File: config.mk
export PLATFORM = sky130hd
export DESIGN_NAME = ldst_mem_ctrl
export DESIGN_NICKNAME = d
export VERILOG_FILES = /design/src/rtl/ldst_mem_ctrl.sv
export SDC_FILE = /design/constraint.sdc
export NUM_CORES = 1
export LEC_CHECK = 0
export CORE_MARGIN = 5
export CORE_UTILIZATION = 38
export DETAILED_ROUTE_END_ITERATION = 10
export GPL_TIMING_DRIVEN = 0
export PLACE_DENSITY = 0.82
export SLEW_MARGIN = 20
export SYNTH_ARGS = -nofsm -noshare
export SYNTH_HDL_FRONTEND = slang
export SYNTH_SLANG_ARGS = --single-unit
File: constraint.sdc
create_clock -name brq_clk -period 3.5 [get_ports brq_clk]
set_clock_uncertainty 0.2 [all_clocks]
set_input_delay 0.875 -clock brq_clk [delete_from_list [all_inputs] [get_ports brq_clk]]
set_output_delay 0.875 -clock brq_clk [all_outputs]
set_load 0.02 [all_outputs]
File: src/rtl/ldst_mem_ctrl.sv
// ldst_mem_ctrl: data-memory controller between the LDST stage and a
// single-port, word-wide SRAM.
//   core_*  : byte/half/word loads and stores from the core. Sub-word stores
//             become a read-modify-write pair; ldst_stall holds the core.
//   ldr_*   : word-only loader/debug port that shares the SRAM.
//   mem_*   : SRAM strobes (active-low csb/web). Read data is expected one
//             cycle after the read strobe.
// In IDLE, commands are driven combinationally in the acceptance cycle.
// CLD, RMW and LLD are the registered second cycles of 2-cycle operations.
module ldst_mem_ctrl #(
  parameter int DataWidth = 32,
  parameter int AddrWidth = 15
) (
  input  logic                 brq_clk,
  input  logic                 brq_rst_n,
  input  logic                 core_req_i,
  input  logic                 core_we_i,
  input  logic [2:0]           core_func3_i,
  input  logic [31:0]          core_addr_i,
  input  logic [DataWidth-1:0] core_wdata_i,
  output logic                 ldst_stall,
  output logic [DataWidth-1:0] core_rdata_o,
  output logic                 core_rvalid_o,
  output logic                 core_err_o,
  input  logic                 ldr_req_i,
  input  logic                 ldr_we_i,
  input  logic [AddrWidth-1:0] ldr_addr_i,
  input  logic [DataWidth-1:0] ldr_wdata_i,
  output logic                 ldr_gnt_o,
  output logic                 ldr_rvalid_o,
  output logic [DataWidth-1:0] ldr_rdata_o,
  output logic                 mem_csb_o,
  output logic                 mem_web_o,
  output logic [AddrWidth-1:0] mem_addr_o,
  output logic [DataWidth-1:0] mem_wdata_o,
  input  logic [DataWidth-1:0] mem_rdata_i
);

  typedef enum logic [1:0] {IDLE, CLD, RMW, LLD} state_t;

  state_t               state, state_nxt;
  logic                 last_core;  // 1: last grant went to the core
  logic [AddrWidth-1:0] cap_addr;
  logic [1:0]           cap_lane;
  logic [2:0]           cap_f3;
  logic [15:0]          cap_wdata;

  logic                 core_err, core_gnt, ldr_gnt, idle_ok, misalign, bad_f3;
  logic [AddrWidth-1:0] core_word;
  logic [7:0]           lane_b;
  logic [15:0]          lane_h;
  logic [DataWidth-1:0] load_ext, merged;
  logic                 unused_addr;

  assign unused_addr = ^core_addr_i[31:AddrWidth+2];
  assign core_word   = core_addr_i[AddrWidth+1:2];

  assign bad_f3   = (core_func3_i == 3'b011) || (core_func3_i[2:1] == 2'b11);
  assign misalign = ((core_func3_i[1:0] == 2'b01) && core_addr_i[0]) ||
                    ((core_func3_i[1:0] == 2'b10) && (core_addr_i[1:0] != 2'b00));
  assign core_err = bad_f3 | misalign;

  // Acceptance is gated by reset so the IDLE combinational command path
  // cannot strobe the SRAM while reset is asserted.
  assign idle_ok  = (state == IDLE) && brq_rst_n;
  assign core_gnt = idle_ok && core_req_i && (!ldr_req_i || !last_core);
  assign ldr_gnt  = idle_ok && ldr_req_i && !core_gnt;

  // Lane extraction (CLD) and lane merge (RMW) use the captured request.
  always_comb begin
    lane_b   = mem_rdata_i[{cap_lane, 3'b000} +: 8];
    lane_h   = mem_rdata_i[{cap_lane[1], 4'b0000} +: 16];
    load_ext = mem_rdata_i;
    case (cap_f3)
      3'b000:  load_ext = {{(DataWidth-8){lane_b[7]}}, lane_b};
      3'b100:  load_ext = {{(DataWidth-8){1'b0}}, lane_b};
      3'b001:  load_ext = {{(DataWidth-16){lane_h[15]}}, lane_h};
      3'b101:  load_ext = {{(DataWidth-16){1'b0}}, lane_h};
      default: load_ext = mem_rdata_i;
    endcase
    merged = mem_rdata_i;
    if (cap_f3[0]) merged[{cap_lane[1], 4'b0000} +: 16] = cap_wdata;
    else           merged[{cap_lane, 3'b000} +: 8]      = cap_wdata[7:0];
  end

  always_comb begin
    state_nxt     = state;
    ldst_stall    = 1'b0;
    core_rdata_o  = '0;
    core_rvalid_o = 1'b0;
    core_err_o    = 1'b0;
    ldr_gnt_o     = 1'b0;
    ldr_rvalid_o  = 1'b0;
    ldr_rdata_o   = '0;
    mem_csb_o     = 1'b1;
    mem_web_o     = 1'b1;
    mem_addr_o    = '0;
    mem_wdata_o   = '0;
    case (state)
      IDLE: begin
        if (core_gnt) begin
          if (core_err) begin
            core_err_o = 1'b1;
          end else begin
            mem_csb_o  = 1'b0;
            mem_addr_o = core_word;
            if (core_we_i && core_func3_i[1:0] == 2'b10) begin
              mem_web_o   = 1'b0;
              mem_wdata_o = core_wdata_i;
            end else begin
              // loads and sub-word stores both start with a read
              ldst_stall = 1'b1;
              state_nxt  = core_we_i ? RMW : CLD;
            end
          end
        end else if (ldr_gnt) begin
          ldr_gnt_o  = 1'b1;
          mem_csb_o  = 1'b0;
          mem_addr_o = ldr_addr_i;
          if (ldr_we_i) begin
            mem_web_o   = 1'b0;
            mem_wdata_o = ldr_wdata_i;
          end else begin
            state_nxt = LLD;
          end
        end
        if (idle_ok && core_req_i && !core_gnt) ldst_stall = 1'b1;
      end
      CLD: begin
        core_rvalid_o = 1'b1;
        core_rdata_o  = load_ext;
        state_nxt     = IDLE;
      end
      RMW: begin
        mem_csb_o   = 1'b0;
        mem_web_o   = 1'b0;
        mem_addr_o  = cap_addr;
        mem_wdata_o = merged;
        state_nxt   = IDLE;
      end
      LLD: begin
        ldr_rvalid_o = 1'b1;
        ldr_rdata_o  = mem_rdata_i;
        ldst_stall   = core_req_i;  // core waits behind the loader read
        state_nxt    = IDLE;
      end
      default: state_nxt = IDLE;
    endcase
  end

  always_ff @(posedge brq_clk or negedge brq_rst_n) begin
    if (!brq_rst_n) begin
      state     <= IDLE;
      last_core <= 1'b0;
      cap_addr  <= '0;
      cap_lane  <= '0;
      cap_f3    <= '0;
      cap_wdata <= '0;
    end else begin
      state <= state_nxt;
      if (core_gnt)     last_core <= 1'b1;
      else if (ldr_gnt) last_core <= 1'b0;
      if (core_gnt && !core_err) begin
        cap_addr  <= core_word;
        cap_lane  <= core_addr_i[1:0];
        cap_f3    <= core_func3_i;
        cap_wdata <= core_wdata_i[15:0];
      end
    end
  end

endmodule

==> impl_metrics.env <==
export IMPL_grt_first_pass_wirelength_microns=33600
export IMPL_relSlewSlack_pct=47.7
export IMPL_synth_distinct_cells=48
export IMPL_layout_commonest_cell="clkdlybuf4s50_1"
export IMPL_crit_buf_inv=5
export IMPL_track_usage_pct=29.9
export IMPL_cp_cell_sequence="buf_6 -> clkinvlp_4 -> ha_4 -> nor4bb_1 -> buf_4 -> buf_4 -> a221oi_2 -> a211oi_2 -> a221o_2 -> buf_6"
export IMPL_dr_total_vias=5708
export IMPL_setup_ws_ns=-0.0418
export IMPL_drcViolationCount=0
export IMPL_cpPeakStageDelay_ns=0.38
export IMPL_drt_iter0_drc=482
export IMPL_drive_gt1_share_pct=37.0
export IMPL_root_buffer="clkbuf_16"
export IMPL_pre_cts_ws_ns=-1.27
export IMPL_p_per_area_nw_per_um2=786
export IMPL_nNetsFinal=937
export IMPL_rsz0062_at_grt="true"
export IMPL_yosysSeqAreaShare_pct=22.2
export IMPL_grt_overflow=0
export IMPL_synthCells=493
export IMPL_finalSetupViolations=3
export IMPL_place_detailed_hpwl_microns=16600
export IMPL_drv_slew=0
export IMPL_die_width_microns=117
export IMPL_initial_core_util_pct=38.6
export IMPL_cts_buffer_depth=2
export IMPL_num_rows=39
export IMPL_syn_nets=655
export IMPL_wl_per_cell_microns=24.3
export IMPL_critPathCaptureType="output pin"
export IMPL_violations="setup timing"
export IMPL_cts_tree="built"
export IMPL_syn_avg_cell_area_sq_um=8.91
export IMPL_ys_warn_count=0
export IMPL_clock_fmax_mhz=282
export IMPL_drtPass1Iterations=5
export IMPL_worstHoldPathType="register to register"
export IMPL_fill_cells=884
export IMPL_cp_slowest_cell="dfrtp_1"
export IMPL_syn2layout_area_growth_pct=82.0
export IMPL_clock_latency_ns=0.28
export IMPL_first_global_vias=6019
export IMPL_worstSetupStartpointType="register"
export IMPL_required_ns=2.42
export IMPL_hold_viol_final=0
export IMPL_timing_final_crit_share_pct=101
export IMPL_path_class="register to output pin"
export IMPL_ys_ff_latch=39
export IMPL_crit_fanout=4
export IMPL_design_portCount=270
export IMPL_register_area_sq_um=976
export IMPL_max_slew_worst_pin_slew_ns=0.784
export IMPL_cp_top_family="buffers and inverters"
export IMPL_grt_max_degree=19
export IMPL_dieArea_sq_um=13800
export IMPL_period_needed_ns=3.54
export IMPL_hold_ws_ns=0.313
export IMPL_cts_sinks=39
export IMPL_numCtsBuffers=5
export IMPL_drt_total_wl_microns=22400
export IMPL_syn_area_sq_um=4390
export IMPL_crit_arrival_ns=2.47
export IMPL_htreeDepth=2
export IMPL_power_leakage_uw=0.00357
export IMPL_postCtsHoldBufs=0
export IMPL_irDropWorstVdd_v=0.000435
export IMPL_status="finished with violations"
export IMPL_via_per_inst=6.20
export IMPL_place_gp_congestion=0.976
export IMPL_coreArea_sq_um=11400
export IMPL_die_h_microns=117
export IMPL_final_cell_mix="clkdlybuf4s50_1 (141), dlygate4sd2_1 (48), mux2_2 (43)"
export IMPL_clk_pin_slew_ns=0.06
export IMPL_io_buffers=254
export IMPL_postRouteAntennaNets=0
export IMPL_multiInputGateArea_sq_um=3570
export IMPL_max_cap_violations=0
export IMPL_antenna_found_initial=2
what timing repair did:
action,in CTS,in global routing
setup endpoints to repair,84,68
endpoints found under the hold margin,0,0
gates resized for setup,411,82
setup buffers,22,3
pin swaps,31,22
cloned,4,0
final timing paths:
path                                    startpoint                         to  slack, ns  cells after the start
setup / recovery           cap_lane[1]$_DFFE_PN0P_            mem_wdata_o[16]      -0.04                     10
hold / removal             cap_addr[7]$_DFFE_PN0P_    cap_addr[7]$_DFFE_PN0P_       0.31                      1
setup reg to reg              state[0]$_DFFE_PN0P_  cap_wdata[14]$_DFFE_PN0P_       1.41                      7
hold reg to reg            cap_addr[7]$_DFFE_PN0P_    cap_addr[7]$_DFFE_PN0P_       0.31                      1
max in group asynchronous                brq_rst_n   cap_addr[10]$_DFFE_PN0P_       2.25                      3
min in group asynchronous                brq_rst_n   cap_addr[13]$_DFFE_PN0P_       0.34                      2
Yosys cell counts (all sizes together):
library cell   n  area share [%]
clkbuf        27             2.5
nand2b         2            0.34
mux4           1            0.51
and4b          1            0.23
nand2         27             2.3
a221oi        32             6.4
inv           27             2.3
nor3           9             1.0
o21bai         1            0.17
or4b           1            0.31
o211ai         1            0.17
mux2i         37             8.4
mux2          43              11
nor4           3            0.77
nor3b          1            0.28
nor4bb         2            0.46
a21oi         15             1.8
dfrtp         39              22
ha            10             2.8
a21o          17             2.9
o221a          6             1.5
o21ai         30             3.5
nor2b          1            0.14
a211oi        32             5.6
buf           21             3.3
a221o         32             8.1
nand3          4            0.46
and2          34             4.8
a22oi         15             2.6
a21boi         1            0.17
o211a          1            0.23
a32oi          1            0.20
clkinv         1           0.085
a31oi          7             1.0
nand3b         2            0.34
a311oi         1            0.20
nor2           8            0.68
kinds of logic after synthesis:
logic type               synth area share (%)
AO/OA/AOI/OAI                            34.5
adder cells (fa/ha/maj)                  2.85
buffers and inverters                    8.26
flip-flops                               22.2
multiplexers                             20.0
AND/OR/NAND/NOR                          12.2
power by group:
group / internal (uW) / switching [uW] / leakage (uW) / total [uW]
Sequential: 667 / 298 / 0.000478 / 966
Combinational: 2110 / 2660 / 0.00300 / 4770
Clock: 355 / 189 / 0.0000869 / 543
Total: 3130 / 3150 / 0.00357 / 6280
registers in the layout, indices dropped and copies added, names as in the netlist:
name / cells
cap_f3: 3
last_core: 1
cap_wdata: 16
state: 2
cap_addr: 15
cap_lane: 2
through the flow:
stage	area (sq um)	cells	TNS (ns)	util (%)	total power, uW
after detailed placement	7130	891	-73.79	62.7	5120
after global placement	7110	890	-172.26	62.6	5040
after CTS	7860	920	-0.344	69.1	5920
final	7990	921	-0.0799	70.3	6280
after floorplan	4390	493	0	-	3370
after global routing	7990	921	-0.662	70.3	6590
layer usage:
metal  wire (microns)  GRT usage (%)  share of wire, %  vias up
met5                0              0                 0        -
met2            11100           51.8                49      380
met1             8400           35.0                38     2763
met4              682           11.0               3.0        0
met3             2230           8.36                10       56
li1                 -              -                 -     2509
layout make-up:
class,instances,area share [%]
repair buffers,281,33.6
well taps,143,2.24
multi-input cells,378,44.6
clock inverters,2,0.439
inverters,28,1.38
plain buffers,42,3.70
diodes,2,0.0626
flip-flops and latches,39,12.2
clock buffers,6,1.74
worst register-to-register path: cells and delay by family, from the launching register on:
kind	cells	cell delay [ns]
multiplexers	1	0.29
flip-flops	1	0.40
adder cells (fa/ha/maj)	1	0.20
buffers and inverters	2	0.39
AO/OA/AOI/OAI	2	0.38
AND/OR/NAND/NOR	1	0.11
(Power assumes the default switching activity.)
